--- src/rtl/sigma_delta_dac_2ch_pkg.sv ---
// Shared types and Q1.17 full-scale constants for the stereo sigma-delta DAC.
package sigma_delta_dac_2ch_pkg;

    localparam int SAMPLE_W = 18;

    typedef logic signed [SAMPLE_W-1:0] sample_t;

    localparam sample_t SD_FS_POS = 18'sh1FFFF;
    localparam sample_t SD_FS_NEG = 18'sh20000;

    function automatic sample_t feedback(input logic bit_in);
        return bit_in ? SD_FS_POS : SD_FS_NEG;
    endfunction

endpackage

--- src/rtl/sd_mod2_ch.sv ---
// One channel of the 2nd-order 1-bit modulator: sample hold, two saturating
// integrators and the quantiser register.
module sd_mod2_ch
    import sigma_delta_dac_2ch_pkg::*;
#(
    parameter int ACC1_W = 22,
    parameter int ACC2_W = 26
) (
    input  logic    clk,
    input  logic    reset,
    input  logic    sample_rdy,
    input  sample_t sample_in,
    input  logic    update,
    input  sample_t x,
    output sample_t x_hold,
    output logic    dout,
    output logic    clip_evt
);

    localparam int S1_W = ACC1_W + 2;
    localparam int S2_W = ACC2_W + 2;

    localparam logic signed [S1_W-1:0] ACC1_MAX = {3'b000, {(ACC1_W-1){1'b1}}};
    localparam logic signed [S1_W-1:0] ACC1_MIN = {3'b111, {(ACC1_W-1){1'b0}}};
    localparam logic signed [S2_W-1:0] ACC2_MAX = {3'b000, {(ACC2_W-1){1'b1}}};
    localparam logic signed [S2_W-1:0] ACC2_MIN = {3'b111, {(ACC2_W-1){1'b0}}};

    logic signed [ACC1_W-1:0] acc1, acc1_next;
    logic signed [ACC2_W-1:0] acc2, acc2_next;
    logic signed [S1_W-1:0]   sum1;
    logic signed [S2_W-1:0]   sum2;
    sample_t                  fb;
    logic                     sat1, sat2;

    // The second integrator deliberately takes the pre-update acc1.
    always_comb begin
        fb   = feedback(dout);
        sum1 = {{2{acc1[ACC1_W-1]}}, acc1}
             + {{(S1_W-SAMPLE_W){x[SAMPLE_W-1]}}, x}
             - {{(S1_W-SAMPLE_W){fb[SAMPLE_W-1]}}, fb};
        sum2 = {{2{acc2[ACC2_W-1]}}, acc2}
             + {{(S2_W-ACC1_W){acc1[ACC1_W-1]}}, acc1}
             - {{(S2_W-SAMPLE_W){fb[SAMPLE_W-1]}}, fb};

        sat1      = (sum1 > ACC1_MAX) || (sum1 < ACC1_MIN);
        sat2      = (sum2 > ACC2_MAX) || (sum2 < ACC2_MIN);
        acc1_next = (sum1 > ACC1_MAX) ? ACC1_MAX[ACC1_W-1:0] :
                    (sum1 < ACC1_MIN) ? ACC1_MIN[ACC1_W-1:0] : sum1[ACC1_W-1:0];
        acc2_next = (sum2 > ACC2_MAX) ? ACC2_MAX[ACC2_W-1:0] :
                    (sum2 < ACC2_MIN) ? ACC2_MIN[ACC2_W-1:0] : sum2[ACC2_W-1:0];
        clip_evt  = update && (sat1 || sat2);
    end

    always_ff @(posedge clk) begin
        if (reset) begin
            x_hold <= '0;
            acc1   <= '0;
            acc2   <= '0;
            dout   <= 1'b0;
        end else begin
            if (sample_rdy)
                x_hold <= sample_in;
            if (update) begin
                acc1 <= acc1_next;
                acc2 <= acc2_next;
                dout <= ~acc2_next[ACC2_W-1];
            end
        end
    end

endmodule

--- src/rtl/sigma_delta_dac_2ch.sv ---
// Stereo 2nd-order sigma-delta DAC: shared tick divider, mute gating and
// sticky clip flag around two independent modulator channels.
module sigma_delta_dac_2ch
    import sigma_delta_dac_2ch_pkg::*;
#(
    parameter int CLK_DIV = 16,
    parameter int DIV_W   = 5,
    parameter int ACC1_W  = 22,
    parameter int ACC2_W  = 26
) (
    input  logic                       clk,
    input  logic                       reset,
    input  logic                       sample_in_rdy,
    input  logic signed [SAMPLE_W-1:0] sample_in_l,
    input  logic signed [SAMPLE_W-1:0] sample_in_r,
    input  logic                       mute,
    output logic                       dout_l,
    output logic                       dout_r,
    output logic                       tick,
    output logic                       clip
);

    logic [DIV_W-1:0] div_cnt;
    logic             div_last;
    sample_t          x_hold_l, x_hold_r;
    sample_t          x_l, x_r;
    logic             clip_evt_l, clip_evt_r;

    // The modulators update on the same edge that raises tick.
    always_comb begin
        div_last = (div_cnt == DIV_W'(CLK_DIV - 1));
        x_l      = mute ? '0 : x_hold_l;
        x_r      = mute ? '0 : x_hold_r;
    end

    always_ff @(posedge clk) begin
        if (reset) begin
            div_cnt <= '0;
            tick    <= 1'b0;
            clip    <= 1'b0;
        end else begin
            div_cnt <= div_last ? '0 : div_cnt + 1'b1;
            tick    <= div_last;
            clip    <= clip | clip_evt_l | clip_evt_r;
        end
    end

    sd_mod2_ch #(.ACC1_W(ACC1_W), .ACC2_W(ACC2_W)) u_l (
        .clk        (clk),
        .reset      (reset),
        .sample_rdy (sample_in_rdy),
        .sample_in  (sample_in_l),
        .update     (div_last),
        .x          (x_l),
        .x_hold     (x_hold_l),
        .dout       (dout_l),
        .clip_evt   (clip_evt_l)
    );

    sd_mod2_ch #(.ACC1_W(ACC1_W), .ACC2_W(ACC2_W)) u_r (
        .clk        (clk),
        .reset      (reset),
        .sample_rdy (sample_in_rdy),
        .sample_in  (sample_in_r),
        .update     (div_last),
        .x          (x_r),
        .x_hold     (x_hold_r),
        .dout       (dout_r),
        .clip_evt   (clip_evt_r)
    );

endmodule
--- config.mk ---
export PLATFORM = sky130hd
export DESIGN_NAME = sigma_delta_dac_2ch
export DESIGN_NICKNAME = d
export VERILOG_FILES = /design/src/rtl/sigma_delta_dac_2ch_pkg.sv /design/src/rtl/sd_mod2_ch.sv /design/src/rtl/sigma_delta_dac_2ch.sv
export SDC_FILE = /design/constraint.sdc
export NUM_CORES = 1
export LEC_CHECK = 0
export CORE_MARGIN = 5
export CORE_UTILIZATION = 45
export CTS_CLUSTER_SIZE = 24
export DETAILED_ROUTE_END_ITERATION = 7
export GPL_TIMING_DRIVEN = 0
export SLEW_MARGIN = 20
export SYNTH_ARGS = -nofsm -noshare
export SYNTH_HDL_FRONTEND = slang
export SYNTH_SLANG_ARGS = --single-unit
--- constraint.sdc ---
create_clock -name clk -period 15.85 [get_ports clk]
set_clock_uncertainty 0.2 [all_clocks]
set_input_delay 3.17 -clock clk [delete_from_list [all_inputs] [get_ports clk]]
set_output_delay 3.17 -clock clk [all_outputs]
set_load 0.05 [all_outputs]
==> flow_metrics.py <==
metrics = {
    "synthesis": {
        "synth_flop_cell": "dfxtp_1",
        "netlist_area_sq_um": 13800,
        "synth_top_area_share_pct": 20.4,
        "synth-adder-area-share_pct": 19.2,
        "synth_largest_area_cell": "dfxtp_1",
        "synth_cell_type_count": 76,
        "synthXorXnorAreaFrac_pct": 10.6,
        "synth_top_family_by_area": "compound AO/OA/AOI/OAI gates",
        "synth-simple-area-share_pct": 16.0,
        "synth_edf_count": 0,
        "ys_async_sr_fraction_pct": 0,
        "synth_nets": 1928,
        "seq_area_frac_synth_pct": 20.4,
        "avgSynthCellArea_sq_um": 8.23,
        "ys_seq_elements": 141,
        "synth-compound-area-share_pct": 27.2,
        "syn_inst": 1681,
        "ys.warnings.count": 0,
        "muxShareOfSynthArea_pct": 2.83,
        "synth_area_leaders": "dfxtp_1 (20%), ha_1 (18%), xnor2_1 (7.7%), a21oi_1 (5.0%), a21o_1 (4.7%)",
    },
    "hold_path": {
        "hold_path_startpoint": "u_l.acc2[1]$_SDFFE_PP0P_",
        "hold_end": "u_l.acc2[1]$_SDFFE_PP0P_",
        "min_path_cells": 2,
        "hold_class": "reg2reg",
    },
    "clock_network": {
        "cts_htree_levels": 4,
        "clock_path_buffers": 2,
        "cts_root_buf": "clkbuf_16",
        "holdBufCountCts": 0,
        "cts.sinks": 141,
        "cts_setup_buffers": 0,
        "clk-insertion-delay-late_ns": 0.44,
        "post_cts_resized": 0,
        "cts_made_buffers": 17,
        "path_clk_slew_ns": 0.07,
        "cts_tree": "yes",
    },
    "setup_path": {
        "cpPeakStageDelay_ns": 0.73,
        "path_buf_inv": 5,
        "end_kind": "register",
        "cp_max_fo": 10,
        "rrSetupSlack_ns": 9.88,
        "slowest_stage": "clkdlybuf4s50_1",
        "rr_endpoint": "u_l.acc2[4]$_SDFFE_PP0P_",
        "cp.required_ns": 15.97,
        "crit_path_frequent_cell": "a21oi_1",
        "worstSetupPathType": "in2reg",
        "rr_worst_depth": 25,
        "worstPathArrival_ns": 9.39,
        "cp-start-kind": "input pin",
        "r2r_start": "u_l.acc1[0]$_SDFFE_PP0P_",
        "critical_path.top_delay_family": "compound AO/OA/AOI/OAI gates",
    },
    "floorplan": {
        "row_count": 64,
        "die_y_um": 185,
        "die_w_um": 185,
        "initial_core_util_pct": 45.4,
        "pin_count": 44,
        "die-area_sq_um": 34400,
        "core-area_sq_um": 30500,
    },
    "status": {
        "outcome": "complete, no violations",
    },
    "placement": {
        "place_area_sq_um": 14800,
        "dpl.hpwl_um": 28300,
        "gp_congestion": 0.873,
        "port_buffers": 42,
    },
    "power_and_ir_drop": {
        "peakVddDrop_v": 0.0000682,
        "power_leakage_nw": 7.44,
        "p_per_area_nw_per_um2": 57.3,
    },
    "route": {
        "vias": 12153,
        "drtIter0Drc": 759,
        "antenna_left": 0,
        "wirelength_um": 35300,
        "avgViaCountPerCell": 5.65,
        "drt-pass1-iter-count": 5,
        "drcViolationCount": 0,
        "wl_per_cell_um": 16.4,
    },
    "timing": {
        "period_share_pct": 58.4,
        "tns_ns": 0,
        "worstMarginPinSlew_ns": 1.03,
        "final-hold-violation-count": 0,
        "setup_violations": 0,
        "min_period_ns": 9.26,
        "final_max_slew_viol_count": 0,
        "max_freq_mhz": 108,
        "relSlewSlack_pct": 31.0,
        "rsz0062_at_grt": "no",
    },
    "final_layout": {
        "drive_gt1_share_pct": 4.33,
        "final_common_cell": "ha_1",
        "syn_to_final_growth_pct": 10.8,
        "fill_cells": 2965,
        "mostFrequentLayoutCells": "ha_1 (199), dfxtp_1 (141), a21oi_1 (138), nor2_1 (137), xnor2_1 (121)",
        "n_antenna_cell": 0,
        "num-nets-final": 1989,
        "fin_area_sq_um": 15300,
    },
    "grt": {
        "grt_pass1_wl_um": 57700,
        "overflow": 0,
        "grt_max_degree": 35,
        "grt_pass1_vias": 11398,
        "grt.total_usage_pct": 20.6,
        "antenna_found_initial": 0,
    },
    "flow_run": {
        "drv_cap": 0,
    },
}
cells in the mapped netlist (21+ instances only):
master / instances
inv_1: 82
xnor2_1: 121
mux2i_1: 38
nor3_1: 26
a221o_1: 62
o21ai_1: 22
clkbuf_1: 25
nand3_1: 35
o21bai_1: 22
dfxtp_1: 141
o21ai_0: 60
xor2_1: 47
a21o_1: 86
a211oi_1: 21
nor2_1: 137
ha_1: 199
o211ai_1: 28
a21oi_1: 138
nand2b_1: 33
nor2b_1: 56
nand2_1: 103
report_power, final:
group | leakage, nW | internal [mW] | switching (mW)
registers | 1.14 | 0.360 | 0.00285
logic | 6.01 | 0.0515 | 0.0613
clock network | 0.289 | 0.214 | 0.188
logic make-up (layout without fill, tap and decap cells):
| group | Yosys count | in the layout |
|---|---|---|
| AO/OA/AOI/OAI | 539 | 539 |
| XOR/XNOR | 168 | 168 |
| adder cells (fa/ha/maj) | 207 | 207 |
| buffers and inverters | 128 | 202 |
| flip-flops | 141 | 141 |
| multiplexers | 39 | 39 |
| AND/OR/NAND/NOR | 459 | 459 |
tightest hold or removal path, stage by stage, from the launching register on:
cell and delay, ns:
dfxtp_1 0.33, nand2_1 0.06, nand2_1 0.04
metrics by stage:
stage | utilization [%] | std cells | hold slack, ns | setup slack [ns] | total power [mW]
2_1_floorplan | - | 1681 | 0.228 | 8.05 | 0.452
3_3_place_gp | 48.4 | 2119 | 0.247 | 6.27 | 0.482
3_5_place_dp | 48.4 | 2119 | 0.251 | 6.21 | 0.483
4_1_cts | 50.3 | 2151 | 0.264 | 6.64 | 0.887
5_1_grt | 50.3 | 2151 | 0.303 | 6.17 | 0.918
6_report | 50.3 | 2151 | 0.263 | 6.59 | 0.878
registers in the layout, summed over array words and instances, names as in the netlist:
signal / flops
div_cnt: 5
u_r.acc1: 22
u_r.acc2: 26
tick: 1
u_r.x_hold: 18
u_l.acc2: 26
clip: 1
u_l.acc1: 22
u_l.x_hold: 18
u_l.dout: 1
u_r.dout: 1
metal layers:
| metal | track usage (%) | share of wire, % | wire, um | up-vias |
|---|---|---|---|---|
| met3 | 2.95 | 2.9 | 1030 | 24 |
| met5 | 0 | 0 | 0 | - |
| met2 | 31.1 | 42 | 14900 | 162 |
| met4 | 3.79 | 0.94 | 332 | 0 |
| li1 | - | - | - | 6327 |
| met1 | 31.2 | 54 | 19000 | 5640 |
area by class of cell:
| type | count | area [sq um] | share of cell area, % |
|---|---|---|---|
| plain buffers | 45 | 213 | 1.39 |
| clock buffers | 18 | 439 | 2.86 |
| well taps | 396 | 495 | 3.23 |
| repair buffers | 42 | 420 | 2.74 |
| multi-input cells | 1412 | 10500 | 68.4 |
| flip-flops and latches | 141 | 2820 | 18.4 |
| clock inverters | 14 | 143 | 0.930 |
| inverters | 83 | 312 | 2.03 |
worst max path at each step:
stage | start | to | slack (ns) | cells after the start
floorplan | mute | u_r.acc1[14]$_SDFFE_PP0P_ | 8.05 | 28
global placement | mute | u_r.acc1[11]$_SDFFE_PP0P_ | 6.27 | 28
detailed placement | mute | u_r.acc1[18]$_SDFFE_PP0P_ | 6.21 | 28
CTS | mute | u_r.acc1[18]$_SDFFE_PP0P_ | 6.64 | 28
global route | mute | u_r.acc1[18]$_SDFFE_PP0P_ | 6.17 | 29
finish | mute | u_r.acc1[18]$_SDFFE_PP0P_ | 6.59 | 28
Power figures use the tool's default switching activity.
